[src/rtl/VX_gpu_pkg.sv]
// rtl/VX_gpu_pkg.sv - shared GPU types: CSR op encodings, CSR request struct, helpers
//
// Contents:
//   UUID_WIDTH, CSR_NUM_WARPS_DEF, CSR_XLEN_DEF, CSR_NW_WIDTH_DEF : core-wide widths
//   CSR_OP_RO/RW/RS/RC : 2-bit CSR operation encodings
//   csr_req_t          : latched CSR request (uuid, wid, addr, op, src, src_zero)
//   csr_is_read_only() : CSR address space read-only test
package VX_gpu_pkg;

    localparam int UUID_WIDTH        = 44;
    localparam int CSR_NUM_WARPS_DEF = 4;
    localparam int CSR_XLEN_DEF      = 32;
    localparam int CSR_NW_WIDTH_DEF  = (CSR_NUM_WARPS_DEF > 1) ? $clog2(CSR_NUM_WARPS_DEF) : 1;

    localparam logic [1:0] CSR_OP_RO = 2'b00;
    localparam logic [1:0] CSR_OP_RW = 2'b01;
    localparam logic [1:0] CSR_OP_RS = 2'b10;
    localparam logic [1:0] CSR_OP_RC = 2'b11;

    typedef struct packed {
        logic [UUID_WIDTH-1:0]       uuid;
        logic [CSR_NW_WIDTH_DEF-1:0] wid;
        logic [11:0]                 addr;
        logic [1:0]                  op;
        logic [CSR_XLEN_DEF-1:0]     src;
        logic                        src_zero;
    } csr_req_t;

    // The top two address bits encode accessibility; 2'b11 is read-only space.
    function automatic logic csr_is_read_only(input logic [11:0] addr);
        return addr[11:10] == 2'b11;
    endfunction

endpackage

[src/rtl/vx_csr_access_unit.sv]
// rtl/vx_csr_access_unit.sv - CSR read/modify/write sequencer between SFU dispatch and CSR data block
//
// Ports:
//   clk, reset                 : clock, synchronous active-high reset
//   req_*                      : decoded CSR request from SFU (valid/ready)
//   rsp_*                      : old CSR value + illegal flag to writeback (valid/ready)
//   read_enable/uuid/wid/addr  : read strobe to CSR data block
//   read_data_ro/read_data_rw  : combinational read data returned by the CSR data block
//   write_enable/uuid/wid/addr/data : single-cycle write strobe to CSR data block
//   perf_accesses              : count of completed responses (wraps)
module vx_csr_access_unit
    import VX_gpu_pkg::*;
#(
    parameter int NUM_WARPS     = CSR_NUM_WARPS_DEF,
    parameter int XLEN          = CSR_XLEN_DEF,
    parameter int PERF_CTR_BITS = 44,
    localparam int NW_WIDTH     = (NUM_WARPS > 1) ? $clog2(NUM_WARPS) : 1
) (
    input  logic                     clk,
    input  logic                     reset,

    input  logic                     req_valid,
    output logic                     req_ready,
    input  logic [UUID_WIDTH-1:0]    req_uuid,
    input  logic [NW_WIDTH-1:0]      req_wid,
    input  logic [11:0]              req_addr,
    input  logic [1:0]               req_op,
    input  logic [XLEN-1:0]          req_src,
    input  logic                     req_src_zero,

    output logic                     rsp_valid,
    input  logic                     rsp_ready,
    output logic [UUID_WIDTH-1:0]    rsp_uuid,
    output logic [NW_WIDTH-1:0]      rsp_wid,
    output logic [XLEN-1:0]          rsp_data,
    output logic                     rsp_illegal,

    output logic                     read_enable,
    output logic [UUID_WIDTH-1:0]    read_uuid,
    output logic [NW_WIDTH-1:0]      read_wid,
    output logic [11:0]              read_addr,
    input  logic [XLEN-1:0]          read_data_ro,
    input  logic [XLEN-1:0]          read_data_rw,

    output logic                     write_enable,
    output logic [UUID_WIDTH-1:0]    write_uuid,
    output logic [NW_WIDTH-1:0]      write_wid,
    output logic [11:0]              write_addr,
    output logic [XLEN-1:0]          write_data,

    output logic [PERF_CTR_BITS-1:0] perf_accesses
);

    typedef enum logic [1:0] {
        ST_IDLE,
        ST_READ,
        ST_WRITE,
        ST_RESP
    } state_t;

    state_t          state;
    csr_req_t        req_q;
    logic [XLEN-1:0] old_q;
    logic [XLEN-1:0] new_q;

    logic            req_fire;
    logic [XLEN-1:0] old_val;
    logic [XLEN-1:0] new_val;
    logic            write_intent;
    logic            read_only;
    logic            do_write;

    // A new request may be taken in the same cycle the previous response retires.
    assign req_ready = !reset && ((state == ST_IDLE) || ((state == ST_RESP) && rsp_ready));
    assign req_fire  = req_valid && req_ready;

    // The data block returns zero on the bank that does not own the address.
    assign old_val = read_data_ro | read_data_rw;

    always_comb begin
        new_val = old_val;
        case (req_q.op)
            CSR_OP_RW: new_val = req_q.src;
            CSR_OP_RS: new_val = old_val | req_q.src;
            CSR_OP_RC: new_val = old_val & ~req_q.src;
            default:   new_val = old_val;
        endcase
    end

    // Set/clear with a zero operand is architecturally a pure read.
    assign write_intent = (req_q.op == CSR_OP_RW)
                       || (((req_q.op == CSR_OP_RS) || (req_q.op == CSR_OP_RC)) && !req_q.src_zero);
    assign read_only    = csr_is_read_only(req_q.addr);
    assign do_write     = write_intent && !read_only;

    always_ff @(posedge clk) begin
        if (reset) begin
            state         <= ST_IDLE;
            rsp_valid     <= 1'b0;
            rsp_illegal   <= 1'b0;
            read_enable   <= 1'b0;
            write_enable  <= 1'b0;
            perf_accesses <= '0;
        end else begin
            case (state)
                ST_IDLE: begin
                    if (req_fire) begin
                        req_q       <= '{req_uuid, req_wid, req_addr, req_op, req_src, req_src_zero};
                        read_enable <= 1'b1;
                        state       <= ST_READ;
                    end
                end
                ST_READ: begin
                    read_enable <= 1'b0;
                    old_q       <= old_val;
                    new_q       <= new_val;
                    rsp_illegal <= write_intent && read_only;
                    if (do_write) begin
                        write_enable <= 1'b1;
                        state        <= ST_WRITE;
                    end else begin
                        rsp_valid <= 1'b1;
                        state     <= ST_RESP;
                    end
                end
                ST_WRITE: begin
                    write_enable <= 1'b0;
                    rsp_valid    <= 1'b1;
                    state        <= ST_RESP;
                end
                ST_RESP: begin
                    if (rsp_ready) begin
                        rsp_valid     <= 1'b0;
                        perf_accesses <= perf_accesses + {{(PERF_CTR_BITS-1){1'b0}}, 1'b1};
                        if (req_fire) begin
                            req_q       <= '{req_uuid, req_wid, req_addr, req_op, req_src, req_src_zero};
                            read_enable <= 1'b1;
                            state       <= ST_READ;
                        end else begin
                            state <= ST_IDLE;
                        end
                    end
                end
                default: state <= ST_IDLE;
            endcase
        end
    end

    assign read_uuid  = req_q.uuid;
    assign read_wid   = req_q.wid;
    assign read_addr  = req_q.addr;
    assign write_uuid = req_q.uuid;
    assign write_wid  = req_q.wid;
    assign write_addr = req_q.addr;
    assign write_data = new_q;
    assign rsp_uuid   = req_q.uuid;
    assign rsp_wid    = req_q.wid;
    assign rsp_data   = old_q;

endmodule

[config.mk]
export PLATFORM = sky130hd
export DESIGN_NAME = vx_csr_access_unit
export DESIGN_NICKNAME = d
export VERILOG_FILES = /design/src/rtl/VX_gpu_pkg.sv /design/src/rtl/vx_csr_access_unit.sv
export SDC_FILE = /design/constraint.sdc
export NUM_CORES = 1
export LEC_CHECK = 0
export CELL_PAD_IN_SITES_DETAIL_PLACEMENT = 1
export CELL_PAD_IN_SITES_GLOBAL_PLACEMENT = 2
export CORE_UTILIZATION = 25
export DETAILED_ROUTE_END_ITERATION = 10
export GPL_TIMING_DRIVEN = 0
export PLACE_DENSITY_LB_ADDON = 0.1
export SYNTH_ARGS = -nofsm -noshare
export SYNTH_HDL_FRONTEND = slang
export SYNTH_SLANG_ARGS = --single-unit
export TNS_END_PERCENT = 100
[constraint.sdc]
create_clock -name clk -period 12.9 [get_ports clk]
set_input_delay 3.87 -clock clk [delete_from_list [all_inputs] [get_ports clk]]
set_output_delay 3.87 -clock clk [all_outputs]
set_load 0.02 [all_outputs]
==> results of run 1 <==
## through the flow
stage	power (mW)	area [sq um]	setup TNS [ns]
after CTS	2.480	15230	0
after floorplan	1.339	9271	0
final	2.433	15240	0
after global routing	2.544	15230	0
after global placement	1.725	14200	-420.53
after detailed placement	1.729	14360	0
## how the worst min path moves through the flow
stage                   to  depth (start not counted)  slack, ns
2_1_floorplan     state[0]                          2       0.51
3_3_place_gp   rsp_illegal                          2       0.46
3_5_place_dp   rsp_illegal                          2       0.47
4_1_cts        rsp_illegal                          2       0.49
5_1_grt        rsp_illegal                          2       0.52
6_report       rsp_illegal                          2       0.48
## layout make-up
cell class | count | area share (%)
antenna | 1 | 0.01642
buffer | 183 | 8.532
clock buffer | 40 | 5.223
clock inverter | 8 | 0.5255
inverter | 11 | 0.2710
multi-input combinational | 349 | 14.62
sequential | 207 | 37.51
tap | 468 | 3.843
timing repair buffer | 445 | 29.46
## power breakdown
group          internal [mW]  leakage [nW]  switching (mW)
sequential             0.848          1.82          0.0509
combinational          0.412          3.27           0.391
clock                  0.445         0.434           0.287
total                   1.70          5.53           0.729
## Yosys cell counts, drive strengths merged
library cell,count,area [sq um]
nor3,6,40.04
nor2b,4,25.02
or2,34,212.7
nor2,46,172.7
or3,7,43.79
or3b,1,8.760
nand3,17,100.1
and2,2,12.51
nand2b,2,12.51
a21oi,80,400.4
o211ai,1,7.510
dfxtp,50,1001
xor2,25,219.0
xnor2,42,367.9
clkbuf,18,67.56
inv,11,41.29
and3,4,25.02
o31ai,1,7.510
nand2,18,70.07
nor4,7,95.09
buf,165,1232
edfxtp,157,4715
a21bo,1,10.01
a221o,1,10.01
o21ai,8,40.04
a22oi,1,7.510
a31oi,1,6.260
a311oi,1,8.760
nor3b,2,15.01
a211oi,1,7.510
nand4,28,193.9
ha,7,87.58
or4,1,7.510
## routing by layer
| metal | vias up | GRT usage [%] | wire length, microns |
|---|---|---|---|
| met4 | 4 | 3.616 | 537 |
| met3 | 39 | 4.286 | 2345 |
| met1 | 3464 | 19.52 | 12820 |
| met5 | - | 0 | 29 |
| met2 | 228 | 30.77 | 16980 |
| li1 | 3413 | - | - |
## critical path: stages
cell	delay, ns
clkdlybuf4s50_1	0.61
nand2_1	0.20
a21oi_1	0.21
clkdlybuf4s50_1	0.67
## flip-flops by register name, indices dropped and copies added, names as in the netlist
name	cells
rsp_data	32
write_data	32
read_addr	12
write_enable	1
rsp_illegal	1
read_uuid	44
perf_accesses	44
req_q	35
rsp_valid	1
read_wid	2
read_enable	1
state	2
## logic make-up (layout without fill, tap and decap cells)
group | Yosys count | after routing | synth area share (%)
compound gates | 96 | 96 | 5.452
xor+xnor | 67 | 67 | 6.329
fa+ha+maj | 7 | 7 | 0.9446
buf+inv | 194 | 687 | 14.47
flops | 207 | 207 | 61.65
other cells | 0 | 1 | 0
simple gates | 179 | 179 | 11.16
==> flow_summary.json, run 1 <==
{
  "outcome": "completed",
  "synth-seq-cells": 207,
  "peakVddDrop_v": 0.00009153,
  "ys_types": 42,
  "layout_setup_ws_ns": 3.459,
  "endpoint": "req_ready",
  "max_slew.worst_pin.slew_ns": 0.8186,
  "grt_pass1_wl_microns": 47960,
  "numPlacedInstances": 1663,
  "final_cells": 1712,
  "initialDrtViolationCount": 213,
  "grt_use_total_pct": 16.79,
  "cts_resized": 0,
  "cts_buffer_depth": 3,
  "clock-sinks": 207,
  "skew_ns": 0.02195,
  "vias": 7148,
  "timing.fmax_mhz": 105.9,
  "drtAntennaViolNets": 0,
  "reg2reg_from": "state[0]",
  "hold_buffers": 0,
  "ff_latch_area_sq_um": 5715,
  "r2r-end": "read_uuid[29]",
  "totalWireLength_microns": 32710,
  "core_area_sq_um": 36520,
  "wl_per_cell_microns": 19.11,
  "syn2layout_area_growth_pct": 64.35,
  "gp_congestion": 0.7640,
  "start_util_pct": 25.39,
  "crit_path_start": "rsp_ready",
  "syn_area_per_cell_sq_um": 12.36,
  "hold_start": "rsp_illegal",
  "p_leak_nw": 5.532,
  "arrival_ns": 5.57,
  "dieWidth_microns": 194.6,
  "worstSkewPairLatency_ns": 0.54,
  "finalCritPeriodShare_pct": 73.18,
  "max_cap_violations": 0,
  "final_cell_mix": "clkdlybuf4s50_1, buf_4, edfxtp_1",
  "die_area_sq_um": 37860,
  "drc_errors": 0,
  "setup_violations": 0,
  "grt_overflow": 0,
  "path_max_fanout": 7,
  "synth_area_sq_um": 9271,
  "multi_input_area_sq_um": 2227,
  "h-tree-depth": 1,
  "synth_fp_nets": 918,
  "dp_slack_ns": 3.397,
  "first_pass_iters": 4,
  "ioPinCount": 436,
  "nFillCells": 3909,
  "antenna_found_initial": 2,
  "p_per_area_nw_per_um2": 159.7,
  "fin_nets": 1391,
  "grt_pass1_vias": 7174,
  "grt_start_max_net_pins": 26,
  "layout_commonest_cell": "clkdlybuf4s50_1",
  "whs_ns": 0.4819,
  "synthCells": 750,
  "vias_per_cell": 4.175,
  "rsz0062_at_grt": "no",
  "crit_path_end_kind": "primary output",
  "fin_util_pct": 41.72,
  "r2r_slack_ns": 9.96,
  "cts_made_buffers": 26,
  "critPathLaunchType": "primary input",
  "layout-drive-gt1-share_pct": 21.40,
  "cts-root-buf": "clkbuf_16",
  "dieHeight_microns": 194.6,
  "worstPathRequired_ns": 9.03,
  "place_hpwl_microns": 26150,
  "slew-limit-headroom_pct": 45.18,
  "portBuffers": 434,
  "worstRegToRegCells": 9,
  "fin_crit_ns": 9.441,
  "fp-row-count": 70,
  "yosysSeqAreaShare_pct": 61.65,
  "cts_setup_buffers": 0,
  "slew_viol_final": 0,
  "yosys_warnings": 0,
  "cts.clk_slew.worst_paths_ns": 0.06,
  "path_class": "in2out",
  "hold_path.class": "reg2reg",
  "cts_tree": "done",
  "report.final.hold_viol_count": 0
}
Note: power is estimated with default switching activity, not from simulation.
==> run 2, diff against run 1 <==
- CORE_UTILIZATION: 25 -> 23
- clock period: 12.9 -> 7.7 ns (I/O delays scaled with it)
==> flow_summary.json, run 2 (synthesis results as in run 1) <==
{
  "cp.depth": 4,
  "cts-root-buf": "clkbuf_16",
  "arrival_ns": 4.02,
  "max_slew.worst_pin.slew_ns": 0.9545,
  "final_cell_mix": "clkdlybuf4s50_1, buf_4, edfxtp_1",
  "cts.clk_slew.worst_paths_ns": 0.05,
  "cts_buffer_depth": 3,
  "first_pass_iters": 4,
  "antenna_found_initial": 8,
  "worstSkewPairLatency_ns": 0.54,
  "timing.fmax_mhz": 158.1,
  "nFillCells": 4324,
  "p_leak_nw": 5.497,
  "clkPwrFrac_pct": 29.4,
  "clock-sinks": 207,
  "grt_overflow": 0,
  "swShare_pct": 30.12,
  "report.final.hold_viol_count": 0,
  "path_class": "in2out",
  "path_max_fanout": 7,
  "crit_path_start": "rsp_ready",
  "ff_latch_area_sq_um": 5715,
  "rsz0062_at_grt": "no",
  "slew_viol_final": 0,
  "hold_buffers": 0,
  "ioPinCount": 436,
  "fin_nets": 1389,
  "layout-drive-gt1-share_pct": 20.65,
  "vias": 7157,
  "outcome": "completed",
  "path_cells": "clkdlybuf4s50_1 > nand2_1 > a21oi_1 > clkdlybuf4s50_1",
  "layout_setup_ws_ns": 1.374,
  "cts_setup_buffers": 0,
  "portBuffers": 434,
  "crit_top_cell": "clkdlybuf4s50_1",
  "setup_violations": 0,
  "grt_pass1_vias": 7030,
  "place_hpwl_microns": 26800,
  "slowest_stage": "clkdlybuf4s50_1",
  "die_area_sq_um": 41120,
  "fp-row-count": 73,
  "initialDrtViolationCount": 180,
  "multi_input_area_sq_um": 2233,
  "slowest_delay_ns": 0.68,
  "hold_path.class": "reg2reg",
  "slew-limit-headroom_pct": 36.30,
  "r2r_slack_ns": 5.04,
  "grt_start_max_net_pins": 26,
  "grt_use_total_pct": 15.90,
  "worstPathRequired_ns": 5.39,
  "totalWireLength_microns": 33590,
  "cts_made_buffers": 27,
  "h-tree-depth": 1,
  "worstRegToRegCells": 7,
  "dp_slack_ns": 1.353,
  "core_area_sq_um": 39730,
  "peakVddDrop_v": 0.0001424,
  "wl_per_cell_microns": 19.00,
  "dieWidth_microns": 202.8,
  "fin_crit_ns": 6.326,
  "start_util_pct": 23.33,
  "final.setup.tns_ns": 0,
  "p_switching_mw": 1.223,
  "p_per_area_nw_per_um2": 265.5,
  "internal_power_mw": 2.837,
  "finalCritPeriodShare_pct": 82.15,
  "reg2reg_from": "state[0]",
  "grt_pass1_wl_microns": 48490,
  "layout_commonest_cell": "clkdlybuf4s50_1",
  "crit_path_end_kind": "primary output",
  "skew_ns": 0.01702,
  "combPwrFrac_pct": 33.6,
  "cts_resized": 0,
  "gp_congestion": 0.7770,
  "seqPwrFrac_pct": 37.0,
  "max_cap_violations": 0,
  "cts_tree": "done",
  "drtAntennaViolNets": 0,
  "r2r-end": "req_q[34]",
  "syn2layout_area_growth_pct": 64.94,
  "vias_per_cell": 4.048,
  "endpoint": "req_ready",
  "crit_family": "buffers and inverters",
  "drc_errors": 0,
  "critPathLaunchType": "primary input",
  "worst-path-buf-inv": 2,
  "dieHeight_microns": 202.8
}
## run 2: changes by cell type in the layout (fill, tap and decap cells not counted), sizes merged
cell | before | now
buf | 176 | 173
clkbuf | 58 | 60
clkinv | 6 | 4
clkinvlp | 0 | 1
diode | 1 | 3
inv | 12 | 11
## run 2: power by group through the flow
stage | Clock [mW] | Combinational [mW] | Sequential [mW]
finish | 1.19 | 1.36 | 1.50
global route | 1.28 | 1.45 | 1.52
CTS | 1.25 | 1.39 | 1.51
detailed placement | 0 | 1.39 | 1.53
global placement | 0 | 1.32 | 1.56
floorplan | 0 | 0.622 | 1.61
## run 2: how the worst min path moves through the flow
| stage | from | to | slack [ns] | cells past startpoint |
|---|---|---|---|---|
| 5_1_grt | rsp_illegal | rsp_illegal | 0.49 | 2 |
| 6_report | rsp_illegal | rsp_illegal | 0.47 | 2 |
| 3_3_place_gp | rsp_illegal | rsp_illegal | 0.46 | 2 |
| 4_1_cts | rsp_illegal | rsp_illegal | 0.48 | 2 |
| 2_1_floorplan | state[0] | state[0] | 0.51 | 2 |
| 3_5_place_dp | rsp_illegal | rsp_illegal | 0.47 | 2 |
## run 2: area by class of cell
type / instances / share of cell area [%]
Clock buffer: 42 / 5.048
Sequential cell: 207 / 37.38
Timing Repair Buffer: 442 / 29.50
Multi-Input combinational cell: 349 / 14.60
Antenna cell: 3 / 0.04909
Buffer: 183 / 8.501
Inverter: 11 / 0.2700
Clock inverter: 6 / 0.3518
Tap cell: 525 / 4.296
## run 2: through the flow
| stage | hold slack (ns) | area, sq um | power (mW) | util [%] | instances |
|---|---|---|---|---|---|
| after floorplan | 0.5088 | 9276 | 2.232 | - | 750 |
| after global placement | 0.4570 | 14280 | 2.873 | 35.93 | 1709 |
| after detailed placement | 0.4700 | 14460 | 2.920 | 36.39 | 1717 |
| after CTS | 0.4779 | 15280 | 4.148 | 38.47 | 1765 |
| after global routing | 0.4943 | 15290 | 4.257 | 38.48 | 1766 |
| final | 0.4730 | 15290 | 4.060 | 38.49 | 1768 |
## run 2: routing by layer
| metal | global-route usage, % | wire (microns) | vias to the layer above |
|---|---|---|---|
| met1 | 17.39 | 12400 | 3452 |
| met3 | 5.185 | 2917 | 46 |
| met2 | 29.26 | 17550 | 237 |
| met4 | 4.135 | 659 | 10 |
| met5 | 0 | 63 | - |
| li1 | - | - | 3412 |
## run 2: worst min-delay path, cell delays in order (launching register included)
cell      delay [ns]
dfxtp_1         0.31
nand2b_1        0.06
a21oi_1         0.05
